--- src/rtl/mips_pkg.sv ---
// Shared MIPS definitions: opcodes, register index type, ID/EX bundle.
// Imported by every pipeline-stage module of the core.
package mips_pkg;

  typedef logic [4:0] reg_idx_t;

  localparam logic [5:0] OP_RTYPE = 6'h00;
  localparam logic [5:0] OP_LW    = 6'h23;
  localparam logic [5:0] OP_SW    = 6'h2b;
  localparam logic [5:0] OP_BEQ   = 6'h04;
  localparam logic [5:0] OP_ORI   = 6'h0d;
  localparam logic [5:0] OP_LUI   = 6'h0f;
  localparam logic [5:0] OP_JAL   = 6'h03;
  localparam logic [5:0] OP_ADDIU = 6'h09;
  localparam logic [5:0] FN_JR    = 6'h08;

  localparam logic [31:0] NOP_INSTR = 32'h0;
  localparam reg_idx_t    RA_REG    = 5'd31;

  typedef struct packed {
    logic [31:0] instr;
    logic [31:0] pc4;
    logic [31:0] rs_data;
    logic [31:0] rt_data;
    logic [31:0] imm_sext;
    reg_idx_t    wa;
    logic        regwrite;
  } id_ex_t;

  function automatic logic [31:0] sext16(input logic [15:0] v);
    return {{16{v[15]}}, v};
  endfunction

endpackage

--- src/rtl/instr_dst_decode.sv ---
// Destination and source-use decode of one instruction word.
// Pure combinational; used for both the ID and the EX slot.
module instr_dst_decode
  import mips_pkg::*;
(
  input  logic [31:0] instr_i,
  output reg_idx_t    wa_o,
  output logic        regwrite_o,
  output logic        uses_rs_o,
  output logic        uses_rt_o,
  output logic        is_load_o,
  output logic        reads_in_id_o
);

  logic [5:0] op;
  logic [5:0] fn;
  reg_idx_t   rt;
  reg_idx_t   rd;
  logic       is_nop;
  logic       is_jr;
  logic       is_alu_r;
  logic       unused_bits;

  assign op       = instr_i[31:26];
  assign fn       = instr_i[5:0];
  assign rt       = instr_i[20:16];
  assign rd       = instr_i[15:11];
  assign is_nop   = (instr_i == NOP_INSTR);
  assign is_jr    = (op == OP_RTYPE) && (fn == FN_JR);
  assign is_alu_r = (op == OP_RTYPE) && !is_nop && !is_jr;

  assign unused_bits = ^{instr_i[25:21], instr_i[10:6]};

  always_comb begin
    wa_o          = '0;
    uses_rs_o     = 1'b0;
    uses_rt_o     = 1'b0;
    is_load_o     = 1'b0;
    reads_in_id_o = 1'b0;
    unique case (1'b1)
      is_nop: ;
      is_jr: begin
        uses_rs_o     = 1'b1;
        reads_in_id_o = 1'b1;
      end
      is_alu_r: begin
        wa_o      = rd;
        uses_rs_o = 1'b1;
        uses_rt_o = 1'b1;
      end
      (op == OP_LW): begin
        wa_o      = rt;
        uses_rs_o = 1'b1;
        is_load_o = 1'b1;
      end
      (op == OP_SW): begin
        uses_rs_o = 1'b1;
        uses_rt_o = 1'b1;
      end
      (op == OP_BEQ): begin
        uses_rs_o     = 1'b1;
        uses_rt_o     = 1'b1;
        reads_in_id_o = 1'b1;
      end
      (op == OP_ORI),
      (op == OP_ADDIU): begin
        wa_o      = rt;
        uses_rs_o = 1'b1;
      end
      (op == OP_LUI): wa_o = rt;
      (op == OP_JAL): wa_o = RA_REG;
      default: ;
    endcase
  end

  assign regwrite_o = (wa_o != '0);

endmodule

--- src/rtl/id_ex_stage.sv ---
// ID/EX boundary: MEM->ID forwarding, hazard stall, EX operand register.
// A stall holds IF/ID upstream and loads a bubble into EX.
module id_ex_stage
  import mips_pkg::*;
#(
  parameter logic [31:0] RESET_PC4 = 32'h0000_3004,
  parameter bit          FWD_EN    = 1'b1
) (
  input  logic        clk,
  input  logic        reset,
  input  logic [31:0] id_instr,
  input  logic [31:0] id_pc4,
  input  logic [31:0] id_rs_data,
  input  logic [31:0] id_rt_data,
  input  logic [4:0]  mem_wa,
  input  logic        mem_regwrite,
  input  logic        mem_is_load,
  input  logic [31:0] mem_result,
  output logic        stall_o,
  output logic [31:0] id_rs_fwd,
  output logic [31:0] id_rt_fwd,
  output logic [31:0] ex_instr,
  output logic [31:0] ex_pc4,
  output logic [31:0] ex_rs_data,
  output logic [31:0] ex_rt_data,
  output logic [31:0] ex_imm_sext,
  output logic [4:0]  ex_wa,
  output logic        ex_regwrite
);

  id_ex_t   ex_q;
  id_ex_t   ex_d;
  id_ex_t   bubble;

  reg_idx_t rs;
  reg_idx_t rt;
  reg_idx_t id_wa;
  logic     id_rw;
  logic     id_urs;
  logic     id_urt;
  logic     id_br;
  logic     ex_load;

  logic     unused_id_load;
  reg_idx_t unused_ex_wa;
  logic     unused_ex_rw;
  logic     unused_ex_urs;
  logic     unused_ex_urt;
  logic     unused_ex_br;

  instr_dst_decode u_id_dec (
    .instr_i       (id_instr),
    .wa_o          (id_wa),
    .regwrite_o    (id_rw),
    .uses_rs_o     (id_urs),
    .uses_rt_o     (id_urt),
    .is_load_o     (unused_id_load),
    .reads_in_id_o (id_br)
  );

  instr_dst_decode u_ex_dec (
    .instr_i       (ex_q.instr),
    .wa_o          (unused_ex_wa),
    .regwrite_o    (unused_ex_rw),
    .uses_rs_o     (unused_ex_urs),
    .uses_rt_o     (unused_ex_urt),
    .is_load_o     (ex_load),
    .reads_in_id_o (unused_ex_br)
  );

  assign rs = id_instr[25:21];
  assign rt = id_instr[20:16];

  // Loads are excluded: their data only exists after MEM.
  logic fwd_ok;
  assign fwd_ok = FWD_EN && mem_regwrite && !mem_is_load
               && (mem_wa != '0);

  assign id_rs_fwd = (fwd_ok && mem_wa == rs) ? mem_result : id_rs_data;
  assign id_rt_fwd = (fwd_ok && mem_wa == rt) ? mem_result : id_rt_data;

  logic rs_live;
  logic rt_live;
  logic hit_ex;
  logic hit_mem;

  assign rs_live = id_urs && (rs != '0);
  assign rt_live = id_urt && (rt != '0);

  assign hit_ex = ex_q.regwrite
               && ((rs_live && ex_q.wa == rs)
                || (rt_live && ex_q.wa == rt));

  assign hit_mem = mem_regwrite
                && ((rs_live && mem_wa == rs)
                 || (rt_live && mem_wa == rt));

  assign stall_o = (ex_load && hit_ex)
                || (id_br && hit_ex)
                || (id_br && mem_is_load && hit_mem)
                || (!FWD_EN && hit_mem);

  always_comb begin
    bubble     = '0;
    bubble.pc4 = RESET_PC4;
    ex_d       = bubble;
    if (!stall_o) begin
      ex_d.instr    = id_instr;
      ex_d.pc4      = id_pc4;
      ex_d.rs_data  = id_rs_fwd;
      ex_d.rt_data  = id_rt_fwd;
      ex_d.imm_sext = sext16(id_instr[15:0]);
      ex_d.wa       = id_wa;
      ex_d.regwrite = id_rw;
    end
  end

  always_ff @(posedge clk) begin
    if (reset) ex_q <= bubble;
    else       ex_q <= ex_d;
  end

  assign ex_instr    = ex_q.instr;
  assign ex_pc4      = ex_q.pc4;
  assign ex_rs_data  = ex_q.rs_data;
  assign ex_rt_data  = ex_q.rt_data;
  assign ex_imm_sext = ex_q.imm_sext;
  assign ex_wa       = ex_q.wa;
  assign ex_regwrite = ex_q.regwrite;

endmodule

--- config.mk ---
export PLATFORM = sky130hd
export DESIGN_NAME = id_ex_stage
export DESIGN_NICKNAME = d
export VERILOG_FILES = /design/src/rtl/mips_pkg.sv /design/src/rtl/instr_dst_decode.sv /design/src/rtl/id_ex_stage.sv
export SDC_FILE = /design/constraint.sdc
export NUM_CORES = 1
export LEC_CHECK = 0
export ABC_AREA = 1
export BUFFER_PORTS_ARGS = -buffer_cell sky130_fd_sc_hd__buf_2
export CORE_AREA = 8 8 151 153
export CTS_BUF_LIST = sky130_fd_sc_hd__clkbuf_2
export DETAILED_ROUTE_END_ITERATION = 10
export DIE_AREA = 0 0 159 161
export PLACE_DENSITY_LB_ADDON = 0.05
export SLEW_MARGIN = 20
export SYNTH_ARGS = -nofsm -noshare
export SYNTH_HDL_FRONTEND = slang
export SYNTH_SLANG_ARGS = --single-unit
--- constraint.sdc ---
create_clock -name clk -period 2.9 [get_ports clk]
set_input_delay 0.145 -clock clk [delete_from_list [all_inputs] [get_ports clk]]
set_output_delay 0.145 -clock clk [all_outputs]
set_load 0.01 [all_outputs]
Yosys cells after proc, flatten, opt, wreduce, memory -nomap -nowiden
Cells that the tools add are included.
- equality and inequality tests: 13
- muxes and demuxes: 7
- reduce and logical (&&, ||, !) cells: 37
- operators by type and width (cell ; number):
    2-to-1 mux 32 bit ; 2
    logical NOT 32 bit ; 1
    equality test 6 x 4 -> 1 bit (second input constant) ; 4
    equality test 5 bit ; 4
    nonzero test 5 bit ; 4
    logical AND 1 bit ; 19
    equality test 6 bit (second input constant) ; 3
    case mux 5 bit (3 select lines) ; 1
    OR reduction 7 bit ; 1
    equality test 6 x 2 -> 1 bit (second input constant) ; 1
    equality test 6 x 3 -> 1 bit (second input constant) ; 1
    logical NOT 6 bit ; 1
    logical OR 1 bit ; 4
    2-to-1 mux 1 bit ; 4
    OR reduction 2 bit ; 2
    OR reduction 4 bit ; 1
    logical NOT 1 bit ; 3
    OR reduction 3 bit ; 1
- bits in registers: 150
- output and inout bits: 231

Depth between registers and ports, before layout
Gate-level depths: netlist of the first run.
- depth in word-level cells: 14
- mapped depth: 15

Cells and area by module
A second synthesis of the first run with hierarchy kept.
- cells, all modules: 911
- area, all modules: 6198.4 µm²
- by module, submodules not included (module ; times used ; cells an instance ; area an instance (µm²)):
    id_ex_stage ; 1 ; 725 ; 5337.6
    instr_dst_decode ; 2 ; 93 ; 430.4

Worst setup path after synthesis of the first run
OpenSTA, ideal clock, no wires.
- kind: register to register
- start point: reg ex_q, in the netlist ex_wa[3]
- end point: reg ex_q, in the netlist ex_rs_data[0]
- library setup time: 0.126 ns
- data arrival time: 1.475 ns
- data required time: 2.774 ns
- slack: 1.299 ns
- stages on the path, launching flop included: 10
- path buffers: 2
- clock period less this slack: 1.601 ns
- cell sequence: dfxtp_1 xor2_1 nor4_1 nand3_1 nand2_1 nand2_2 nand3_4 buf_12 buf_12 nor2_4
- cells in the longest elaborated chain, start to end: 8
- elaborated cells on any way between the ends: 11
- classes of those cells: eq/ne (2); reduce/logical (9)
- RTL lines (what ; line ; RTL):
    start, declared ; id_ex_stage.sv:31 ; id_ex_t ex_q;
    start signal, assigned ; id_ex_stage.sv:119 ; if (reset) ex_q <= bubble;
    equality test 5 bit, on equally long branches ; id_ex_stage.sv:91, id_ex_stage.sv:92 ;
    logical AND 1 bit, on equally long branches ; id_ex_stage.sv:91, id_ex_stage.sv:92 ;
    logical OR 1 bit * ; id_ex_stage.sv:92 ; || (rt_live && ex_q.wa == rt));
    logical AND 1 bit * ; id_ex_stage.sv:91 ; && ((rs_live && ex_q.wa == rs)
    logical AND 1 bit, on equally long branches ; id_ex_stage.sv:98, id_ex_stage.sv:99 ;
    logical OR 1 bit * ; id_ex_stage.sv:99 ; || (id_br && hit_ex)
    logical OR 1 bit * ; id_ex_stage.sv:100 ; || (id_br && mem_is_load && hit_mem)
    OR reduction 2 bit (no line) * ; - ;
Mark *: on every way between the ends. The rest lies on a longest branch, timed or not.
A chain may end at the register's enable or synchronous reset.

Final worst setup path of the first run
- start point: in id_instr[20]
- end point: out id_rt_fwd[16]
- cells in the longest elaborated chain, start to end: 3
- RTL lines (what ; line ; RTL):
    start, declared ; id_ex_stage.sv:11 ; input logic [31:0] id_instr,
    equality test 5 bit ; id_ex_stage.sv:80 ; assign id_rt_fwd = (fwd_ok && mem_wa == rt) ? mem_result : id_rt_data;
    logical AND 1 bit ; id_ex_stage.sv:80 ;
    2-to-1 mux 32 bit ; id_ex_stage.sv:80 ;
    end, declared ; id_ex_stage.sv:21 ; output logic [31:0] id_rt_fwd,
No other way between the ends.

==> impl_metrics.yaml, run 1 <==
power:
  p_leak_nw: 5.72
  power.density_nw_per_um2: 409
  ir_drop_mv: 0.167
die:
  start_util: 0.308
  die_y_um: 161
  io_pins: 400
  die_area_sq_um: 25600
  dieWidth_um: 159
  rows: 53
  fp.coreArea_sq_um: 20600
grt:
  grt_pass1_wl_um: 37800
  grt_usage: 0.187
  grt_max_degree: 70
  grt_overflow_total: 0
  grt_pass1_vias: 6955
  antenna_found_initial: 2
synth:
  synth_area_leader_cell: "dfxtp_1"
  synth_edf_count: 0
  syn_nets: 960
  syn_inst: 791
  yosys-top-cells-area: "dfxtp_1, nor2_4, inv_1"
  synth_area_sq_um: 6320
  async_flop_share: 0
  yosysTopAreaCellShare: 0.424
  yosysWarnings: 0
  synth_ff_type: "dfxtp_1"
  syn_area_per_cell_sq_um: 7.99
  seq_area_frac_synth: 0.424
  synth_cell_types: 28
  ys_ff_latch: 134
timing:
  finClkSkew_ps: 32.5
  min_period_ps: 2720
  slew_headroom: 0.561
  fin_tns_setup_ps: 0
  slew_viol_final: 0
  fmax_ghz: 0.367
  hold_viol_final: 0
  setup_viol: 0
  setup_ws_ps: 177
  fin_crit_sh: 0.939
  rsz0062_at_grt: "no"
  worst_pin_slew_ps: 652
clock_tree:
  cts_setup_buffers: 0
  worstSkewPairLatency_ps: 690
  clk_pin_slew_ps: 230
  cts_made_buffers: 17
  root_buffer: "clkbuf_2"
  cts.sinks: 134
  clk_path_buf_depth: 2
  cts_tree: "yes"
  cts_htree_levels: 4
critical_path:
  end_kind: "output port"
  arrival_ps: 2580
  path_max_fanout: 44
  setup.worst_path.class: "primary input to output port"
  critPathRequiredTime_ps: 2760
  start_kind: "primary input"
  ff2ff_path_depth: 9
min_path:
  hold_path_class: "primary input to flop"
  hold_depth: 4
route:
  drtPass1Iterations: 4
  routed.top_layer: "met4"
  drtAntennaViolNets: 0
  totalWireLength_um: 23900
  drc: 0
  drtIter0Drc: 231
  met1_length_um: 9200
  route.met3.wl_um: 2510
  wl_per_cell_um: 14.8
  wl_met2_um: 11700
  via_per_inst: 3.97
  vias: 6393
place:
  place.port_buffers: 399
  dp_hpwl_um: 18400
  place.gp.congestion: 0.810
  dp_slack_ps: 647
  dpl_cell_area_sq_um: 8250
status:
  status: "finished, final reports clean"
layout:
  area_growth_pct: 60.8
  fin_area_sq_um: 10200
  final_net_count: 1489
  drive_gt1_frac: 0.413
job:
  drv_cap: 0
## where the power goes
| group | switching (mW) | internal, mW |
|---|---|---|
| logic | 0.515 | 0.474 |
| registers | 0.0295 | 1.94 |
| clock network | 0.773 | 0.419 |
## cells in the mapped netlist (5+ instances only)
library cell	instances
o21ai_0	48
clkbuf_1	11
nor2_4	81
inv_2	12
buf_4	32
o21ai_1	23
nand4_1	10
xnor2_1	6
a21oi_1	6
inv_1	196
buf_2	5
buf_12	9
nand2_1	110
xor2_1	6
nand3_1	8
dfxtp_1	134
nor2_2	13
nor2_1	65
nand2_2	7
## cells by family (layout without fill, tap and decap cells)
logic type | after synthesis | count (layout) | share of synthesized area
AO/OA/AOI/OAI | 79 | 79 | 0.0637
XOR/XNOR | 12 | 12 | 0.0166
buffers and inverters | 266 | 808 | 0.202
flip-flops | 134 | 134 | 0.424
other | 0 | 2 | 0
AND/OR/NAND/NOR | 300 | 300 | 0.293
## through the flow
stage	hold WS [ps]	power (mW)	instances	utilization
global route	52.0	4.43	1610	0.495
CTS	66.9	4.24	1608	0.494
finish	183	4.16	1610	0.495
global placement	353	2.83	1411	0.402
floorplan	257	2.48	791	-
detailed placement	359	2.83	1411	0.402
## worst paths after layout
kind | startpoint | end | slack [ps]
max | id_instr[20] | id_rt_fwd[16] | 180
min | id_pc4[28] | ex_pc4[28]$_SDFF_PP0_ | 180
max reg2reg | ex_wa[0]$_SDFF_PP0_ | ex_instr[31]$_SDFF_PP0_ | 710
min reg2reg | ex_regwrite$_SDFF_PP0_ | ex_rt_data[30]$_SDFF_PP0_ | 1150
## layout by cell type (no fill, tap or decap), types with 4 or more instances in the layout
cell / count
xor2_1: 6
nor2_1: 65
inv_1: 196
a21oi_1: 6
nand3_1: 7
buf_12: 4
nor2_2: 13
nand2_1: 109
inv_6: 6
nor2_4: 81
clkbuf_2: 17
xnor2_1: 6
inv_2: 12
nand4_1: 10
nand2_2: 7
dlygate4sd3_1: 165
dfxtp_1: 134
buf_2: 399
o21ai_0: 42
o21ai_1: 29
clkinv_4: 4
## cell type report
cell class	instances	area, sq um
Fill cell	2102	10400
Timing Repair Buffer	568	3730
Sequential cell	134	2680
Multi-Input combinational cell	391	2370
Inverter	208	781
Tap cell	275	344
Clock inverter	15	166
Clock buffer	17	85.1
Antenna cell	2	5.00
## flip-flops by register name (all words and copies together) (netlist names)
register	count
ex_instr	32
ex_pc4	32
ex_rs_data	32
ex_rt_data	32
ex_wa	5
ex_regwrite	1
## per-layer routing
layer / GRT usage / up-vias
met5: 0 / -
met3: 0.0891 / 25
met2: 0.327 / 276
met1: 0.194 / 2773
met4: 0.0635 / 0
li1: - / 3319
## timing repair
action / in CTS / in global routing
gates resized for setup: 0 / 7
hold endpoints to repair: 134 / 0
hold buffers: 165 / 0
setup endpoints to repair: 0 / 18
## critical path: stages
cell,delay [ps]
dlygate4sd3_1,530
buf_2,160
xor2_1,160
nor2_1,100
o221ai_1,110
nor2_1,260
nand2_4,220
buf_12,230
o21ai_0,370
inv_1,100
buf_2,160
Note: power is estimated with default switching activity, not from simulation.
==> run 2, diff against run 1 <==
--- a/config.mk
+++ b/config.mk
@@ -5,9 +5,8 @@
 export SDC_FILE = /design/constraint.sdc
 export NUM_CORES = 1
 export LEC_CHECK = 0
-export ABC_AREA = 1
 export BUFFER_PORTS_ARGS = -buffer_cell sky130_fd_sc_hd__buf_2
-export CORE_AREA = 8 8 151 153
+export CORE_AREA = 2 2 157 159
 export CTS_BUF_LIST = sky130_fd_sc_hd__clkbuf_2
 export DETAILED_ROUTE_END_ITERATION = 10
 export DIE_AREA = 0 0 159 161
@@ -16,3 +15,4 @@
 export SYNTH_ARGS = -nofsm -noshare
 export SYNTH_HDL_FRONTEND = slang
 export SYNTH_SLANG_ARGS = --single-unit
+export TNS_END_PERCENT = 20
==> run 2 against run 1 <==
Compared with the run above: fmax is 2.4% lower; count of clock-buffer cells in the layout up 1; cell count decreased by 13%; worst setup slack got worse by 67 ps; via count is 13% lower; critical path depth shrank 3; clock skew up 14 ps; critical path type is now primary input to flop; sequential cell count stayed put; power increased by 1.7%; routed wire length shrank 15%; global-route usage shrank 3.1 points; sequential power about the same.
==> impl_metrics.yaml, run 2 <==
timing:
  fin_tns_setup_ps: 0
  worst_pin_slew_ps: 1140
  slew_viol_final: 0
  hold_viol_final: 0
  fin_crit_sh: 0.962
  rsz0062_at_grt: "no"
  min_period_ps: 2790
  finClkSkew_ps: 46.6
  setup_viol: 0
  slew_headroom: 0.226
  fmax_ghz: 0.358
synth:
  yosys-top-cells-area: "dfxtp_1, and2_1, mux2_2"
  synthMostInstantiatedCell: "dfxtp_1"
  yosysTopAreaCellShare: 0.517
  syn_area_per_cell_sq_um: 11.2
  async_flop_share: 0
  syn_inst: 463
  synth_area_leader_cell: "dfxtp_1"
  ys_ff_latch: 134
  synth_edf_count: 0
  synth_common_cells: "dfxtp_1, and2_1, mux2_2, buf_4, clkbuf_1"
  synth_area_sq_um: 5190
  syn_nets: 632
  seq_area_frac_synth: 0.517
  synth_ff_type: "dfxtp_1"
  yosysWarnings: 0
  synth_cell_types: 38
layout:
  num-fill-cells: 2441
  regArea_sq_um: 2680
  multi_input_area_sq_um: 2180
  area_growth_pct: 90.4
  fin_util: 0.412
  final_net_count: 1227
  final_cell_mix: "buf_2, dlygate4sd3_1, dfxtp_1"
  finalNonFillerCells: 1395
  drive_gt1_frac: 0.476
  layout_commonest_cell: "buf_2"
power:
  p_leak_nw: 4.74
  power.density_nw_per_um2: 428
  ir_drop_mv: 0.253
  total_power_mw: 4.23
place:
  dp.cells: 1140
  dp_hpwl_um: 14900
  place.gp.congestion: 0.771
  place.port_buffers: 399
grt:
  grt_max_degree: 79
  grt_overflow_total: 0
  grt_pass1_vias: 5949
  antenna_found_initial: 1
  grt_pass1_wl_um: 31100
  grt_usage: 0.156
critical_path:
  arrival_ps: 3440
  path_max_fanout: 5
  start_kind: "primary input"
  critPathRequiredTime_ps: 3550
  setup.worst_path.class: "primary input to flop"
  end_kind: "flop"
clock_tree:
  cts_tree: "yes"
  root_buffer: "clkbuf_2"
  worstSkewPairLatency_ps: 680
  cts.sinks: 134
  cts_setup_buffers: 0
  cts_htree_levels: 4
  clk_pin_slew_ps: 240
  cts_made_buffers: 17
  clk_path_buf_depth: 2
route:
  vias: 5530
  wl_per_cell_um: 14.6
  via_per_inst: 3.96
  drtIter0Drc: 118
  totalWireLength_um: 20300
  drtPass1Iterations: 4
  drc: 0
  drtAntennaViolNets: 0
die:
  fp.coreArea_sq_um: 24000
  dieWidth_um: 159
  die_y_um: 161
  die_area_sq_um: 25600
  start_util: 0.217
  io_pins: 400
  rows: 57
job:
  drv_cap: 0
min_path:
  hold_path_class: "primary input to flop"
status:
  status: "finished, final reports clean"
## run 2: cell types whose count changed after synthesis, sizes merged, moves of 7 or more
| cell | before | now |
|---|---|---|
| xor2 | 6 | 13 |
| o21ai | 71 | 2 |
| buf | 47 | 37 |
| inv | 208 | 2 |
| nor3 | 1 | 8 |
| nand4 | 10 | 2 |
| mux2 | 0 | 64 |
| nor2 | 159 | 11 |
| nand2 | 117 | 2 |
| and2 | 1 | 124 |
## run 2: power by group
group	total, mW	internal [mW]	switching [mW]
logic	0.871	0.507	0.364
registers	1.97	1.94	0.0317
clock network	1.38	0.652	0.732
total	4.23	3.10	1.13
## run 2: per-stage QoR
stage / worst slack [ps] / hold WS [ps] / cell area [sq um]
4_1_cts: 5.96 / 82.0 / 9860
2_1_floorplan: 816 / 217 / 5190
3_5_place_dp: 570 / 334 / 7330
6_report: 110 / 207 / 9880
3_3_place_gp: 625 / 328 / 7330
5_1_grt: 32.8 / 82.9 / 9880
## run 2: path summary, 6_finish.rpt
path | startpoint | end | slack [ps] | depth (start not counted)
worst max register to register | ex_instr[29]$_SDFF_PP0_ | ex_pc4[3]$_SDFF_PP0_ | 230 | 8
worst min-delay path | id_pc4[0] | ex_pc4[0]$_SDFF_PP0_ | 210 | 3
worst max-delay path | id_instr[27] | ex_wa[1]$_SDFF_PP0_ | 110 | 8
worst min register to register | ex_regwrite$_SDFF_PP0_ | ex_wa[0]$_SDFF_PP0_ | 1170 | 4
## run 2: cells by family (layout without fill, tap and decap cells)
family	count (synthesis)	count (layout)	synth area share
simple gates	169	169	0.199
flops	134	134	0.517
mux	64	64	0.139
buf+inv	53	659	0.0687
compound gates	22	22	0.0410
xor+xnor	21	21	0.0354
other cells	0	2	0
## run 2: layout make-up
type                    instances  area share
flip-flops and latches        134       0.271
clock inverters                12      0.0205
inverters                       2    0.000760
clock buffers                  18     0.00912
multi-input cells             276       0.221
diodes                          2    0.000507
repair buffers                627       0.436
well taps                     324      0.0410
## run 2: repair_timing
action                                  in CTS  in global routing
hold endpoints to repair                   134                  0
endpoints found under the setup margin       0                 25
hold buffers                               223                  0
resized for setup                            0                  3
## run 2: critical path, stage by stage
cell and delay (ps):
dlygate4sd3_1 530, buf_2 140, nor2b_1 260, nor4b_1 960, a21oi_1 80, dlygate4sd3_1 640
a21oi_1 150, dlygate4sd3_1 560
## run 2: routing by layer
metal / wire (um) / global-route usage
met5: 0 / 0
met4: 422 / 0.0554
met3: 1530 / 0.0514
met2: 10500 / 0.292
met1: 7860 / 0.162
